## src/rtl/sa_gemm_ctrl.sv

```systemverilog
// sa_gemm_ctrl: sequencer for one weight-stationary GEMM tile.
// Flow: load the weight tile from the top SRAM, stream activations from the left SRAM,
// then collect datapath output rows into the down SRAM.
// Optional feature macro: SA_CTRL_PERF_CNT_EN adds o_cycle_cnt, a saturating count of busy cycles.
module sa_gemm_ctrl #(
    parameter int NUM_ROW              = 8,
    parameter int NUM_COL              = 8,
    parameter int LOG2_SRAM_BANK_DEPTH = 10,
    parameter int DRAIN_TIMEOUT        = 64
) (
    input  logic                            clk,
    input  logic                            rst_n,
    input  logic                            i_start,
    input  logic [LOG2_SRAM_BANK_DEPTH-1:0] i_top_sram_rd_start_addr,
    input  logic [LOG2_SRAM_BANK_DEPTH-1:0] i_top_sram_rd_end_addr,
    input  logic [LOG2_SRAM_BANK_DEPTH-1:0] i_left_sram_rd_start_addr,
    input  logic [LOG2_SRAM_BANK_DEPTH-1:0] i_left_sram_rd_end_addr,
    input  logic [LOG2_SRAM_BANK_DEPTH-1:0] i_down_sram_wr_start_addr,
    input  logic [LOG2_SRAM_BANK_DEPTH-1:0] i_down_sram_wr_end_addr,
    input  logic [NUM_COL-1:0]              i_sa_valid,
    output logic                            o_top_rd_en,
    output logic [LOG2_SRAM_BANK_DEPTH-1:0] o_top_rd_addr,
    output logic                            o_left_rd_en,
    output logic [LOG2_SRAM_BANK_DEPTH-1:0] o_left_rd_addr,
    output logic [NUM_COL-1:0]              o_top_valid,
    output logic [NUM_ROW-1:0]              o_left_valid,
    output logic                            o_down_wr_en,
    output logic [LOG2_SRAM_BANK_DEPTH-1:0] o_down_wr_addr,
    output logic                            o_busy,
    output logic                            o_done,
    output logic                            o_err
`ifdef SA_CTRL_PERF_CNT_EN
   ,output logic [31:0]                     o_cycle_cnt
`endif
);

    localparam int AW  = LOG2_SRAM_BANK_DEPTH;
    localparam int WDW = $clog2(DRAIN_TIMEOUT + 1);

    typedef enum logic [1:0] {
        S_IDLE      = 2'd0,
        S_LOAD_TOP  = 2'd1,
        S_FEED_LEFT = 2'd2,
        S_DRAIN     = 2'd3
    } state_t;

    state_t          state_q, state_d;
    logic [AW-1:0]   top_addr_q, top_addr_d;
    logic [AW-1:0]   top_end_q, top_end_d;
    logic [AW-1:0]   left_addr_q, left_addr_d;
    logic [AW-1:0]   left_end_q, left_end_d;
    logic [AW-1:0]   down_addr_q, down_addr_d;
    logic [AW-1:0]   down_end_q, down_end_d;
    logic [WDW-1:0]  wd_cnt_q, wd_cnt_d;
    logic            wr_done_q, wr_done_d;
    logic            done_q, done_d;
    logic            err_q, err_d;
    logic            top_vld_q, top_vld_d;
    logic            left_vld_q, left_vld_d;
    logic            top_rd_en_s;
    logic            left_rd_en_s;
    logic            wr_en_s;
    logic            bad_range_s;

    // Read strobes decode straight from the state register; a write needs an output row,
    // a state that accepts results, and room left in the down address range.
    assign top_rd_en_s  = (state_q == S_LOAD_TOP);
    assign left_rd_en_s = (state_q == S_FEED_LEFT);
    assign wr_en_s      = ((state_q == S_FEED_LEFT) || (state_q == S_DRAIN))
                          && (|i_sa_valid) && !wr_done_q;
    assign bad_range_s  = (i_top_sram_rd_end_addr  < i_top_sram_rd_start_addr)
                       || (i_left_sram_rd_end_addr < i_left_sram_rd_start_addr)
                       || (i_down_sram_wr_end_addr < i_down_sram_wr_start_addr);

    assign o_top_rd_en    = top_rd_en_s;
    assign o_top_rd_addr  = top_addr_q;
    assign o_left_rd_en   = left_rd_en_s;
    assign o_left_rd_addr = left_addr_q;
    assign o_top_valid    = {NUM_COL{top_vld_q}};
    assign o_left_valid   = {NUM_ROW{left_vld_q}};
    assign o_down_wr_en   = wr_en_s;
    assign o_down_wr_addr = down_addr_q;
    assign o_busy         = (state_q != S_IDLE);
    assign o_done         = done_q;
    assign o_err          = err_q;

    // Next-state logic for the phase sequencer, address counters, watchdog and flags.
    always_comb begin
        state_d     = state_q;
        top_addr_d  = top_addr_q;
        top_end_d   = top_end_q;
        left_addr_d = left_addr_q;
        left_end_d  = left_end_q;
        down_addr_d = down_addr_q;
        down_end_d  = down_end_q;
        wd_cnt_d    = wd_cnt_q;
        wr_done_d   = wr_done_q;
        err_d       = err_q;
        done_d      = 1'b0;
        top_vld_d   = top_rd_en_s;
        left_vld_d  = left_rd_en_s;

        // The write counter parks on the end address once the last row has landed.
        if (wr_en_s) begin
            if (down_addr_q == down_end_q) begin
                wr_done_d = 1'b1;
            end else begin
                down_addr_d = down_addr_q + AW'(1);
            end
        end else begin
            wr_done_d = wr_done_d;
        end

        case (state_q)
            S_IDLE: begin
                if (i_start) begin
                    top_addr_d  = i_top_sram_rd_start_addr;
                    top_end_d   = i_top_sram_rd_end_addr;
                    left_addr_d = i_left_sram_rd_start_addr;
                    left_end_d  = i_left_sram_rd_end_addr;
                    down_addr_d = i_down_sram_wr_start_addr;
                    down_end_d  = i_down_sram_wr_end_addr;
                    wd_cnt_d    = {WDW{1'b0}};
                    wr_done_d   = 1'b0;
                    err_d       = 1'b0;
                    if (bad_range_s) begin
                        err_d  = 1'b1;
                        done_d = 1'b1;
                    end else begin
                        state_d = S_LOAD_TOP;
                    end
                end else begin
                    state_d = S_IDLE;
                end
            end
            S_LOAD_TOP: begin
                if (top_addr_q == top_end_q) begin
                    state_d = S_FEED_LEFT;
                end else begin
                    top_addr_d = top_addr_q + AW'(1);
                end
            end
            S_FEED_LEFT: begin
                wd_cnt_d = {WDW{1'b0}};
                if (left_addr_q == left_end_q) begin
                    state_d = S_DRAIN;
                end else begin
                    left_addr_d = left_addr_q + AW'(1);
                end
            end
            S_DRAIN: begin
                // If every row already landed during FEED_LEFT, one DRAIN cycle closes the tile.
                if (wr_done_q || (wr_en_s && (down_addr_q == down_end_q))) begin
                    state_d = S_IDLE;
                    done_d  = 1'b1;
                end else if (wr_en_s) begin
                    wd_cnt_d = {WDW{1'b0}};
                end else if (wd_cnt_q == WDW'(DRAIN_TIMEOUT - 1)) begin
                    state_d = S_IDLE;
                    done_d  = 1'b1;
                    err_d   = 1'b1;
                end else begin
                    wd_cnt_d = wd_cnt_q + WDW'(1);
                end
            end
            default: begin
                state_d = S_IDLE;
            end
        endcase
    end

    // State and datapath-control registers with synchronous active-low reset.
    always_ff @(posedge clk) begin
        if (!rst_n) begin
            state_q     <= S_IDLE;
            top_addr_q  <= {AW{1'b0}};
            top_end_q   <= {AW{1'b0}};
            left_addr_q <= {AW{1'b0}};
            left_end_q  <= {AW{1'b0}};
            down_addr_q <= {AW{1'b0}};
            down_end_q  <= {AW{1'b0}};
            wd_cnt_q    <= {WDW{1'b0}};
            wr_done_q   <= 1'b0;
            done_q      <= 1'b0;
            err_q       <= 1'b0;
            top_vld_q   <= 1'b0;
            left_vld_q  <= 1'b0;
        end else begin
            state_q     <= state_d;
            top_addr_q  <= top_addr_d;
            top_end_q   <= top_end_d;
            left_addr_q <= left_addr_d;
            left_end_q  <= left_end_d;
            down_addr_q <= down_addr_d;
            down_end_q  <= down_end_d;
            wd_cnt_q    <= wd_cnt_d;
            wr_done_q   <= wr_done_d;
            done_q      <= done_d;
            err_q       <= err_d;
            top_vld_q   <= top_vld_d;
            left_vld_q  <= left_vld_d;
        end
    end

`ifdef SA_CTRL_PERF_CNT_EN
    logic [31:0] cyc_cnt_q, cyc_cnt_d;

    assign o_cycle_cnt = cyc_cnt_q;

    // Busy-cycle counter: cleared by an accepted start, saturates, holds while idle.
    always_comb begin
        cyc_cnt_d = cyc_cnt_q;
        if ((state_q == S_IDLE) && i_start) begin
            cyc_cnt_d = 32'd0;
        end else if ((state_q != S_IDLE) && (cyc_cnt_q != 32'hFFFF_FFFF)) begin
            cyc_cnt_d = cyc_cnt_q + 32'd1;
        end else begin
            cyc_cnt_d = cyc_cnt_q;
        end
    end

    // Busy-cycle counter register.
    always_ff @(posedge clk) begin
        if (!rst_n) begin
            cyc_cnt_q <= 32'd0;
        end else begin
            cyc_cnt_q <= cyc_cnt_d;
        end
    end
`endif

endmodule

```

## config.mk

```make
export PLATFORM = sky130hd
export DESIGN_NAME = sa_gemm_ctrl
export DESIGN_NICKNAME = d
export VERILOG_FILES = /design/src/rtl/sa_gemm_ctrl.sv
export SDC_FILE = /design/constraint.sdc
export NUM_CORES = 1
export LEC_CHECK = 0
export BUFFER_PORTS_ARGS = -buffer_cell sky130_fd_sc_hd__clkbuf_2
export CORE_AREA = 3 3 114 116
export CTS_CLUSTER_DIAMETER = 40
export CTS_CLUSTER_SIZE = 30
export DETAILED_ROUTE_END_ITERATION = 10
export DIE_AREA = 0 0 117 119
export PLACE_DENSITY = 0.57
export SETUP_SLACK_MARGIN = 0.02
export SYNTH_ARGS = -nofsm -noshare
export SYNTH_HDL_FRONTEND = slang
export SYNTH_SLANG_ARGS = --single-unit
```

## constraint.sdc

```tcl
create_clock -name clk -period 3 [get_ports clk]
set_input_delay 0.15 -clock clk [delete_from_list [all_inputs] [get_ports clk]]
set_output_delay 0.15 -clock clk [all_outputs]
set_load 0.03 [all_outputs]
```

# ---- Word-level counts from Yosys, hierarchy flattened
# Cells that the tools add are included.
dict set report word_totals {
  reg_bits 74
  input_bits 71
  output_inout_bits 52
  elab_cells 98
}
dict set report classes {
  add_sub_neg 4
  order_cmp 3
  n_eq_ne 19
  mux 38
  n_reduce_logical 21
}
# operator count
set ops {}
lappend ops {{$mux 10} 8}
lappend ops {{$pmux 10 s2} 2}
lappend ops {{$add 10x1->10 const B} 3}
lappend ops {{$eq 10x10->1} 3}
lappend ops {{$lt 10x10->1} 3}
lappend ops {{$mux 7} 4}
lappend ops {{$pmux 7 s3} 1}
lappend ops {{$mux 2} 7}
lappend ops {{$mux 1} 13}
lappend ops {{$ne 2x2->1 const B} 5}
lappend ops {{$reduce_and 5->1} 2}
lappend ops {{$pmux 2 s4} 1}
lappend ops {{$reduce_bool 2->1} 4}
lappend ops {{$reduce_or 8->1} 1}
lappend ops {{$add 7x1->7 const B} 1}
lappend ops {{$eq 7x6->1 const B} 1}
lappend ops {{$ne 2x1->1 const B} 3}
lappend ops {{$ne 3x3->1 const B} 2}
lappend ops {{$reduce_and 3->1} 2}
lappend ops {{$eq 2x2->1 const B} 2}
lappend ops {{$logic_or 1x1->1} 4}
lappend ops {{$pmux 1 s2} 2}
lappend ops {{$reduce_and 4->1} 1}
lappend ops {{$logic_and 1x1->1} 3}
lappend ops {{other kinds (7)} 7}

# ---- Logic depth before layout (Yosys ltp)
# Gate-level depths: netlist of the first run.
dict set report depth {
  word_depth 8
  mapped_depth 10
  mapped_depth_nobuf 9
}

# ---- Worst setup path after synthesis of the first run
# OpenSTA, ideal clock, no wires.
dict set report synth_path {
  path_type {register to register}
  start {reg state_q[0]}
  end {reg down_addr_q[3], in the netlist o_down_wr_addr[3]}
  setup_time_ps 86
  t_arrival_ps 2531
  required_time_ps 2914
  path_slack_ps 383
  stages_incl_launch_ff 10
  path_buffers 1
  period_less_slack_ps 2617
  cell_sequence {dfxtp_1 inv_1 ha_1 nor2_1 nor3_1 nor2b_1 buf_2 nand2_1 xor2_1 a211oi_1}
}
dict set report synth_between {
  elab_chain_len 7
  word_cells_on_any_way 9
  cone_classes {eq/ne (2); mux (3); reduce/logical (4)}
}
# element line
set synth_lines {}
lappend synth_lines {{start, declared} 47} ;# state_t state_q, state_d;
lappend synth_lines {{start signal, assigned} 189} ;# state_q <= state_d;
lappend synth_lines {{$eq 2x2->1 *} --}
lappend synth_lines {{via o_left_rd_en} 23} ;# output logic o_left_rd_en,
lappend synth_lines {{$logic_or 1x1->1 *} 69} ;# assign wr_en_s = ((state_q == S_FEED_LEFT) || (state_q == S_DRAIN))
lappend synth_lines {{$logic_and 1x1->1 * (2 in a row)} 70} ;# && (|i_sa_valid) && !wr_done_q;
lappend synth_lines {{via o_down_wr_en} 27} ;# output logic o_down_wr_en,
lappend synth_lines {{$mux 10 *} 104} ;# if (wr_en_s) begin
lappend synth_lines {{$mux 10} 116} ;# if (i_start) begin
lappend synth_lines {{$mux 10 *} 114} ;# case (state_q)
lappend synth_lines {{end signal, assigned} 180} ;# down_addr_q <= {AW{1'b0}};
lappend synth_lines {{end signal, assigned} 194} ;# down_addr_q <= down_addr_d;
lappend synth_lines {{end, declared} 52} ;# logic [AW-1:0] down_addr_q, down_addr_d;
# The timed path passes the listed nets; every way through them passes the cells marked *.
# A chain may end at the register's enable or synchronous reset.

# ---- Worst setup path in the final report of the first run
dict set report layout_path {
  start {reg top_addr_q[4], in the netlist o_top_rd_addr[4]}
  end {reg top_addr_q[7], in the netlist o_top_rd_addr[7]}
}
dict set report layout_between {
  elab_chain_len 3
  word_cells_on_any_way 6
  cone_classes {add/sub (1); eq/ne (2); mux (2); reduce/logical (1)}
}
# element line
set layout_lines {}
lappend layout_lines {{start, declared} 48} ;# logic [AW-1:0] top_addr_q, top_addr_d;
lappend layout_lines {{start signal, assigned} 176} ;# top_addr_q <= {AW{1'b0}};
lappend layout_lines {{start signal, assigned} 190} ;# top_addr_q <= top_addr_d;
lappend layout_lines {{$add 10x1->10 or $eq 10x10->1 (tied branches)} {140, 137}}
lappend layout_lines {{$mux 10 or $ne 2x2->1 (tied branches)} --}
lappend layout_lines {{$pmux 10 s2 or $reduce_and 3->1 (tied branches)} --}
# Parallel ways exist; a longest one is shown, timed or not. The select of a mux whose other input is x is not followed.

==> results of run 1 <==
==> cell type report <==
cell class	instances	share of cell area
multi-input cells	446	0.499
flip-flops and latches	74	0.270
repair buffers	131	0.123
clock buffers	10	0.0435
well taps	147	0.0335
inverters	37	0.0253
clock inverters	6	0.00592
==> kinds of logic (layout without fill, tap and decap cells) <==
logic type	Yosys count	after routing	share of synthesized area
XOR/XNOR	39	39	0.0745
adder cells (fa/ha/maj)	35	35	0.0955
multiplexers	4	4	0.00873
AND/OR/NAND/NOR	211	211	0.212
flip-flops	74	74	0.323
AO/OA/AOI/OAI	157	157	0.207
buffers and inverters	79	184	0.0786
==> critical path: stages (launching register included) <==
cell and delay [ns]:
dfxtp_1 0.36, xor2_1 0.18, nor4_1 0.26, a41oi_1 0.23, o21ai_2 0.67, nor2_1 0.11
a2111oi_0 0.33
==> worst max-delay path by stage <==
stage | cells after the start | slack (ns) | end
finish | 6 | 0.74 | o_top_rd_addr[7]
global route | 6 | 0.35 | o_top_rd_addr[7]
CTS | 6 | 0.71 | o_top_rd_addr[7]
detailed placement | 6 | 0.73 | o_top_rd_addr[7]
global placement | 6 | 0.81 | o_top_rd_addr[7]
floorplan | 9 | 0.38 | o_down_wr_addr[3]
==> synth_stat cells, drive strengths merged, types with 2 or more instances <==
| master | instances | share of area |
|---|---|---|
| nor2b | 3 | 0.0041 |
| mux2i | 4 | 0.0087 |
| clkbuf | 23 | 0.019 |
| nor3 | 15 | 0.016 |
| ha | 35 | 0.096 |
| a21o | 5 | 0.0085 |
| dfxtp | 74 | 0.32 |
| a41oi | 2 | 0.0038 |
| nand2 | 105 | 0.086 |
| and3 | 4 | 0.0055 |
| nand3 | 13 | 0.015 |
| nand4 | 12 | 0.016 |
| or4 | 4 | 0.0082 |
| a311oi | 2 | 0.0038 |
| or2 | 3 | 0.0041 |
| o21bai | 4 | 0.0066 |
| nor2 | 37 | 0.034 |
| xor2 | 23 | 0.044 |
| a221oi | 2 | 0.0052 |
| nor4 | 5 | 0.0082 |
| o21a | 2 | 0.0033 |
| a22oi | 3 | 0.0049 |
| buf | 19 | 0.029 |
| a21oi | 74 | 0.081 |
| o21ai | 32 | 0.038 |
| a211oi | 8 | 0.013 |
| xnor2 | 16 | 0.031 |
| inv | 36 | 0.029 |
| a31oi | 4 | 0.0055 |
| o22ai | 8 | 0.011 |
| o221a | 3 | 0.0074 |
| nand2b | 6 | 0.0082 |
==> metrics by stage <==
| stage | std cells | setup slack (ns) |
|---|---|---|
| 2_1_floorplan | 599 | 0.383 |
| 3_3_place_gp | 835 | 0.813 |
| 3_5_place_dp | 835 | 0.726 |
| 4_1_cts | 851 | 0.715 |
| 5_1_grt | 851 | 0.349 |
| 6_report | 851 | 0.742 |
==> metal layers <==
layer  GRT usage  routed length, µm
met5           0                  0
met2       0.294               5990
met1       0.253               5950
met4      0.0495                113
met3      0.0381                680
==> flip-flops by register name, indices dropped and copies added (netlist names), 2 cells and up <==
name and cells:
wd_cnt_q 7, down_end_q 10, o_top_rd_addr 10, top_end_q 10, state_q 2, o_down_wr_addr 10, left_end_q 10, o_left_rd_addr 10
==> power groups by stage <==
stage / registers, mW / logic (mW) / clock network [mW]
after detailed placement: 1.56 / 2.15 / 0
after CTS: 1.54 / 2.16 / 1.01
after floorplan: 1.77 / 1.36 / 0
after global routing: 1.58 / 2.37 / 1.07
final: 1.54 / 2.14 / 0.992
after global placement: 1.55 / 2.13 / 0
==> flow_summary.yaml, run 1 <==
global_routing:
  antenna_found_initial: 0
  overflow: 0
  grt_max_degree: 33
  grt_pass1_wl_um: 20300
  grt.total_usage: 0.185
  grt_pass1_vias: 4156
min_path:
  hold_path_class: "in -> reg"
  min_from: "i_down_sram_wr_end_addr[5]"
  hold_depth: 3
  hold_end: "down_end_q[5]"
die:
  pin_count: 123
  die_y_um: 119
  num_rows: 40
  initial_core_util: 0.382
  coreArea_um2: 12000
  dieArea_um2: 13900
  die_w_um: 117
timing:
  clock_skew_ns: 0.00503
  report.final.slew_viol_count: 0
  rsz0062_at_grt: "no"
  finalSetupTns_ns: 0
  period_needed_ns: 2.26
  setup_viol: 0
  hold_viol: 0
  min_period_over_period: 0.753
  fmax_mhz: 443
  whs_ns: 0.0558
  worst_slew_pin_slew_ns: 0.756
  slew_headroom: 0.496
layout:
  mostFrequentLayoutCells: "clkbuf_2, nand2_1, a21oi_1, dfxtp_1"
  multi_input_comb_area_um2: 2740
  final_cell_area_um2: 5500
  areaGrowthSynthToFinish_pct: 19.9
  final_nets: 805
  final_core_util: 0.458
  antenna_cells: 0
  ff_latch_area_um2: 1480
  layout_commonest_cell: "clkbuf_2"
  fillerInstances: 1221
  drive_gt1_frac: 0.232
routing:
  viasPerCell: 5.20
  vias: 4428
  wirelength_um: 12700
  detail_route.first_pass.iterations: 5
  drc: 0
  wire_per_inst_um: 15.0
  drtIter0Drc: 232
  ant_nets: 0
place:
  globalplace.congestion: 0.803
  place_area_um2: 5230
  dp.final_hpwl_um: 9740
  portBuffers: 122
run:
  drv_cap: 0
setup_path:
  crit_fanout: 19
  crit_required_ns: 3.22
  r2r-start: "o_top_rd_addr[4]"
  worstSetupPathType: "reg -> reg"
  arrival_ns: 2.48
  start_kind: "register"
  crit-reg2reg-capture: "o_top_rd_addr[7]"
  reg2reg_slack_ns: 0.74
  crit_start: "o_top_rd_addr[4]"
  r2r_cells: 6
  crit_path_end_kind: "register"
cts:
  post_cts_buffers: 0
  clk_path_buf_depth: 2
  cts.sinks: 74
  clkSlewWorstSetupHoldPaths_ns: 0.06
  cts_tree: "yes"
  cts_hold_buf: 0
  cts_resized: 0
  cts_root_buf: "clkbuf_16"
  cts_buffers: 9
  clock_latency_ns: 0.33
  h-tree-depth: 3
yosys:
  synth.distinct_cells: 55
  synth.avg_cell_area_um2: 7.65
  syn_inst: 599
  ys_seq_elements: 74
  seq_area_frac_synth: 0.323
  synth_nets: 705
  netlist_area_um2: 4580
  synthArstFlopShare: 0
  synth_edf_count: 0
  yosysWarnings: 0
  synth_ff_type: "dfxtp_1"
pwr:
  vdd_drop_max_v: 0.000294
  seqPwrFrac: 0.329
  p_int_mw: 2.55
  p_per_area_nw_per_um2: 850
  comb_power_share: 0.459
  p_sw_mw: 2.12
  switching_share: 0.455
  p_leak_nw: 2.51
  pwr-share-clk: 0.212
  finalPower_mw: 4.67
run_status:
  status: "finished, final reports clean"
(Power assumes the default switching activity.)
==> run 2: changes to the inputs <==
--- a/config.mk
+++ b/config.mk
@@ -11,7 +11,7 @@
 export CTS_CLUSTER_SIZE = 30
 export DETAILED_ROUTE_END_ITERATION = 10
 export DIE_AREA = 0 0 117 119
-export PLACE_DENSITY = 0.57
+export PLACE_DENSITY = 0.6
 export SETUP_SLACK_MARGIN = 0.02
 export SYNTH_ARGS = -nofsm -noshare
 export SYNTH_HDL_FRONTEND = slang
==> constraint.sdc (replaced) <==
create_clock -name clk -period 2.03 [get_ports clk]
set_input_delay 0.1015 -clock clk [delete_from_list [all_inputs] [get_ports clk]]
set_output_delay 0.1015 -clock clk [all_outputs]
set_load 0.03 [all_outputs]
==> flow_summary.yaml, run 2 (same netlist as run 1, synthesis figures left out) <==
run_status:
  status: "finished, final reports clean"
cts:
  cts.sinks: 74
  h-tree-depth: 3
  cts_buffers: 9
  cts_root_buf: "clkbuf_16"
  cts_tree: "yes"
  clk_path_buf_depth: 2
  clkSlewWorstSetupHoldPaths_ns: 0.06
  clock_latency_ns: 0.34
place:
  globalplace.congestion: 0.848
  dp.final_hpwl_um: 9960
  place_area_um2: 5460
  pre_cts_slack_ns: -0.0609
  portBuffers: 122
  dp_cells: 863
setup_path:
  arrival_ns: 2.18
  start_kind: "register"
  reg2reg_slack_ns: 0.11
  crit-reg2reg-capture: "state_q[0]"
  r2r_cells: 7
  crit_required_ns: 2.28
  worstSetupPathType: "reg -> reg"
  crit_fanout: 4
  r2r-start: "o_down_wr_addr[6]"
  crit_path_end_kind: "register"
pwr:
  vdd_drop_max_v: 0.000443
  p_leak_nw: 2.69
  p_per_area_nw_per_um2: 1270
  finalPower_mw: 7.50
die:
  dieArea_um2: 13900
  num_rows: 40
  die_w_um: 117
  die_y_um: 119
  initial_core_util: 0.382
  coreArea_um2: 12000
  pin_count: 123
timing:
  min_period_over_period: 0.947
  hold_viol: 0
  worst_slew_pin_slew_ns: 0.441
  report.final.slew_viol_count: 0
  timing.final.ws_setup_ns: 0.107
  slew_headroom: 0.706
  fmax_mhz: 520
  period_needed_ns: 1.92
  whs_ns: 0.00619
  clock_skew_ns: 0.00370
  setup_viol: 0
  rsz0062_at_grt: "yes"
global_routing:
  antenna_found_initial: 0
  grt_pass1_wl_um: 21000
  grt_pass1_vias: 4440
  grtUsageMet2: 0.318
  grt_util_met3: 0.0447
  grt_util_met1: 0.237
  grt.total_usage: 0.186
  busiest_layer: "met2"
  grt_max_degree: 37
  overflow: 0
routing:
  drc: 0
  ant_nets: 0
  detail_route.first_pass.iterations: 6
  viasPerCell: 5.22
  drtIter0Drc: 273
  vias: 4616
  wire_per_inst_um: 14.8
  wirelength_um: 13100
layout:
  areaGrowthSynthToFinish_pct: 28.7
  final_nets: 839
  fillerInstances: 1183
  mostFrequentLayoutCells: "clkbuf_2, nand2_1, a21oi_1"
  final_cell_area_um2: 5900
  antenna_cells: 0
  instances_no_fill: 885
  layout_commonest_cell: "clkbuf_2"
  drive_gt1_frac: 0.291
min_path:
  hold_path_class: "in -> reg"
  hold_end: "down_end_q[0]"
  min_from: "i_down_sram_wr_end_addr[0]"
  hold_depth: 3
run:
  drv_cap: 0
## run 2: cell types whose count changed in the layout (fill, tap and decap cells not counted), sizes merged
| cell | previous run | this run |
|---|---|---|
| clkbuf | 132 | 131 |
| o21ba | 1 | 2 |
| buf | 9 | 39 |
| dlygate4sd3 | 0 | 3 |
| bufinv | 0 | 1 |
## run 2: repair_timing
item                       4_1_cts  5_1_grt
pin swaps                        0        8
hold buffers                     3        0
hold endpoints to repair         3        0
setup buffers                    0        2
setup endpoints to repair       10       13
gates resized for setup          4       17
cloned                           0        1
## run 2: where the power goes
| group | switching [mW] | internal, mW | total [mW] |
|---|---|---|---|
| combinational | 2.34 | 1.41 | 3.75 |
| clock | 0.638 | 0.948 | 1.59 |
| sequential | 0.341 | 1.82 | 2.16 |
| total | 3.31 | 4.18 | 7.50 |
## run 2: per-layer routing
layer,part of all wire,wire (µm)
met4,0.0065,85
met3,0.060,781
met1,0.45,5890
met2,0.49,6370
met5,0,0
## run 2: per-stage QoR
stage	setup TNS, ns	util
2_1_floorplan	0	-
6_report	0	0.491
3_5_place_dp	-0.169	0.455
3_3_place_gp	0	0.455
4_1_cts	0	0.484
5_1_grt	-0.0293	0.491
## run 2: worst max-delay path, stage by stage (launching register included)
cell and delay [ns]:
dfxtp_2 0.38, xnor2_1 0.13, nand4_1 0.19, nor4_4 0.33, nor2_1 0.11, a221oi_2 0.34
o21ai_2 0.14, a221oi_2 0.22
## run 2: cell type report
type / instances / area (µm²) / area share
timing repair buffer: 164 / 933 / 0.158
clock buffer: 9 / 225 / 0.0382
clock inverter: 7 / 70.1 / 0.0119
inverter: 37 / 139 / 0.0235
multi-input combinational: 447 / 2860 / 0.485
sequential: 74 / 1490 / 0.252
tap: 147 / 184 / 0.0312
## run 2: worst max path at each step
stage | slack [ns] | to | start
detailed placement | -0.06 | o_done | i_down_sram_wr_start_addr[6]
floorplan | 0.02 | o_top_rd_addr[8] | state_q[1]
global placement | 0.02 | o_done | i_down_sram_wr_start_addr[5]
global route | -0.03 | state_q[0] | down_end_q[4]
CTS | 0.04 | state_q[0] | o_left_rd_addr[9]
finish | 0.11 | state_q[0] | o_down_wr_addr[6]
==> run 3: changes to the inputs <==
==> config.mk (replaced) <==
export PLATFORM = sky130hd
export DESIGN_NAME = sa_gemm_ctrl
export DESIGN_NICKNAME = d
export VERILOG_FILES = /design/src/rtl/sa_gemm_ctrl.sv
export SDC_FILE = /design/constraint.sdc
export NUM_CORES = 1
export LEC_CHECK = 0
export ABC_AREA = 1
export BUFFER_PORTS_ARGS = -buffer_cell sky130_fd_sc_hd__clkbuf_2
export CORE_AREA = 3 3 119 121
export CTS_CLUSTER_DIAMETER = 40
export CTS_CLUSTER_SIZE = 30
export DETAILED_ROUTE_END_ITERATION = 10
export DIE_AREA = 0 0 122 124
export PLACE_DENSITY = 0.59
export SETUP_SLACK_MARGIN = 0.5
export SYNTH_ARGS = -nofsm -noshare
export SYNTH_HDL_FRONTEND = slang
export SYNTH_SLANG_ARGS = --single-unit
==> constraint.sdc (replaced) <==
create_clock -name clk -period 2.03 [get_ports clk]
set_input_delay 0.3045 -clock clk [delete_from_list [all_inputs] [get_ports clk]]
set_output_delay 0.3045 -clock clk [all_outputs]
set_load 0.03 [all_outputs]
==> flow_summary.yaml, run 3 <==
die:
  coreArea_um2: 13200
  die_y_um: 124
  die_w_um: 122
  initial_core_util: 0.379
  pin_count: 123
  dieArea_um2: 15100
  num_rows: 42
timing:
  setup_viol: 0
  report.final.slew_viol_count: 0
  finalSetupTns_ns: 0
  clock_skew_ns: 0.00843
  worst_slew_pin_slew_ns: 0.352
  period_needed_ns: 1.72
  min_period_over_period: 0.847
  slew_headroom: 0.765
  fmax_mhz: 581
  hold_viol: 0
  whs_ns: 0.237
  rsz0062_at_grt: "yes"
min_path:
  hold_end: "o_down_wr_addr[7]"
  hold_depth: 3
  hold_path_class: "in -> reg"
  min_from: "i_down_sram_wr_start_addr[7]"
global_routing:
  grt_util_met3: 0.0422
  grt_pass1_wl_um: 23500
  grt.total_usage: 0.197
  busiest_layer: "met2"
  overflow: 0
  grt_util_met1: 0.260
  grt_max_degree: 37
  grt_pass1_vias: 4833
  antenna_found_initial: 0
  grtUsageMet2: 0.326
setup_path:
  arrival_ns: 1.42
  crit_buf_inv: 2
  r2r_cells: 10
  crit_path_end_kind: "output port"
  slowest_delay_ns: 0.36
  crit_required_ns: 1.73
  reg2reg_slack_ns: 0.34
  start_kind: "register"
  path_cells: "inv_4 > ha_4 > nor2_4 > nor3_4 > clkbuf_8"
  crit-reg2reg-capture: "wd_cnt_q[2]"
  crit_fanout: 3
  r2r-start: "state_q[0]"
  worstSetupPathType: "reg -> out"
  crit_start: "state_q[0]"
  slowest_stage: "dfxtp_4"
  crit_family: "flip-flops"
place:
  globalplace.congestion: 0.820
  dp.final_hpwl_um: 10800
  dp_cells: 1054
  portBuffers: 122
pwr:
  p_int_mw: 4.89
  p_per_area_nw_per_um2: 1310
  seqPwrFrac: 0.263
  vdd_drop_max_v: 0.000497
  pwr-share-clk: 0.165
  comb_power_share: 0.572
  switching_share: 0.465
  p_leak_nw: 3.40
  p_sw_mw: 4.25
yosys:
  synthArstFlopShare: 0
  ys_top_cells_by_area: "dfxtp_1, nand2_1, ha_1"
  yosys.cell_count.top_type: "nand2_1"
  ys_seq_elements: 74
  synth_edf_count: 0
  netlist_area_um2: 5000
  syn_inst: 779
  netlist.area_leader.share: 0.296
  yosysWarnings: 0
  seq_area_frac_synth: 0.296
  synth_area_leader_cell: "dfxtp_1"
  synth_commonest_cells: "nand2_1, inv_1, nor2_1"
  synth_nets: 885
  synth.distinct_cells: 36
  synth.avg_cell_area_um2: 6.42
  synth_ff_type: "dfxtp_1"
routing:
  wirelength_um: 15300
  viasPerCell: 4.80
  ant_nets: 0
  detail_route.first_pass.iterations: 6
  wire_per_inst_um: 13.8
  drtIter0Drc: 300
  drc: 0
  vias: 5337
cts:
  clk_path_buf_depth: 2
  cts_hold_buf: 0
  clkSlewWorstSetupHoldPaths_ns: 0.06
  clock_latency_ns: 0.35
  cts_buffers: 9
  cts_root_buf: "clkbuf_16"
  h-tree-depth: 3
  cts.sinks: 74
  cts_tree: "yes"
layout:
  final_nets: 1038
  areaGrowthSynthToFinish_pct: 39.0
  mostFrequentLayoutCells: "nand2_1, clkbuf_2, inv_1"
  instances_no_fill: 1112
  antenna_cells: 0
  final_core_util: 0.528
  drive_gt1_frac: 0.350
  layout_commonest_cell: "nand2_1"
  fillerInstances: 1339
run_status:
  status: "finished, final reports clean"
run:
  drv_cap: 0
==> run 3: changes by cell type after synthesis, sizes merged, moves of 14 or more <==
cell,delta
nand2,+87
nor2,+45
o21ai,+39
xor2,-14
inv,+78
nand3,+40
==> run 3: how the worst max path moves through the flow <==
stage / slack (ns) / end / cells past startpoint
3_5_place_dp: 0.14 / wd_cnt_q[0] / 9
2_1_floorplan: 0.08 / o_down_wr_addr[5] / 12
4_1_cts: 0.34 / o_down_wr_en / 5
5_1_grt: 0.24 / wd_cnt_q[0] / 11
6_report: 0.31 / o_down_wr_en / 5
3_3_place_gp: 0.12 / wd_cnt_q[0] / 9
==> run 3: power by group through the flow <==
stage	Sequential (mW)	Clock, mW	Combinational (mW)
after floorplan	2.60	0	2.56
after global placement	2.33	0	3.87
after detailed placement	2.33	0	3.88
after CTS	2.33	1.54	4.28
after global routing	2.46	1.60	5.75
final	2.40	1.51	5.23
==> run 3: cell families (layout without fill, tap and decap cells) <==
family / count (synthesis) / in the layout / synth area share
buf+inv: 153 / 308 / 0.129
flops: 74 / 74 / 0.296
xor+xnor: 15 / 15 / 0.0263
fa+ha+maj: 35 / 35 / 0.0875
compound gates: 150 / 150 / 0.159
simple gates: 352 / 354 / 0.303
==> run 3: through the flow <==
stage	setup slack, ns	area [µm²]	power (mW)
global placement	0.119	5790	6.20
global route	0.237	6960	9.82
finish	0.310	6960	9.14
CTS	0.340	6310	8.16
floorplan	0.0775	5070	5.17
detailed placement	0.141	5790	6.21
==> run 3: what timing repair did <==
item | CTS | global route
resized for setup | 56 | 130
pin swaps | 6 | 34
buffers inserted | 9 | 30
cloned | 3 | 1
setup endpoints to repair | 54 | 49
==> run 3: layout make-up <==
class / instances / area [µm²] / share of cell area
Tap cell: 176 / 220 / 0.0316
Sequential cell: 74 / 1570 / 0.226
Clock inverter: 3 / 15.0 / 0.00216
Timing Repair Buffer: 178 / 1150 / 0.166
Inverter: 115 / 452 / 0.0649
Clock buffer: 12 / 256 / 0.0369
Multi-Input combinational cell: 554 / 3290 / 0.473
==> run 3: tightest hold or removal path, delay by kind of cell <==
kind | cells | cell delay [ns]
buffers and inverters | 2 | 0.16
AO/OA/AOI/OAI | 1 | 0.08
==> run 3: routing by layer <==
| layer | vias to the layer above | part of all wire |
|---|---|---|
| met3 | 14 | 0.048 |
| met5 | - | 0 |
| li1 | 2811 | - |
| met4 | 0 | 0.012 |
| met1 | 2373 | 0.47 |
| met2 | 139 | 0.47 |
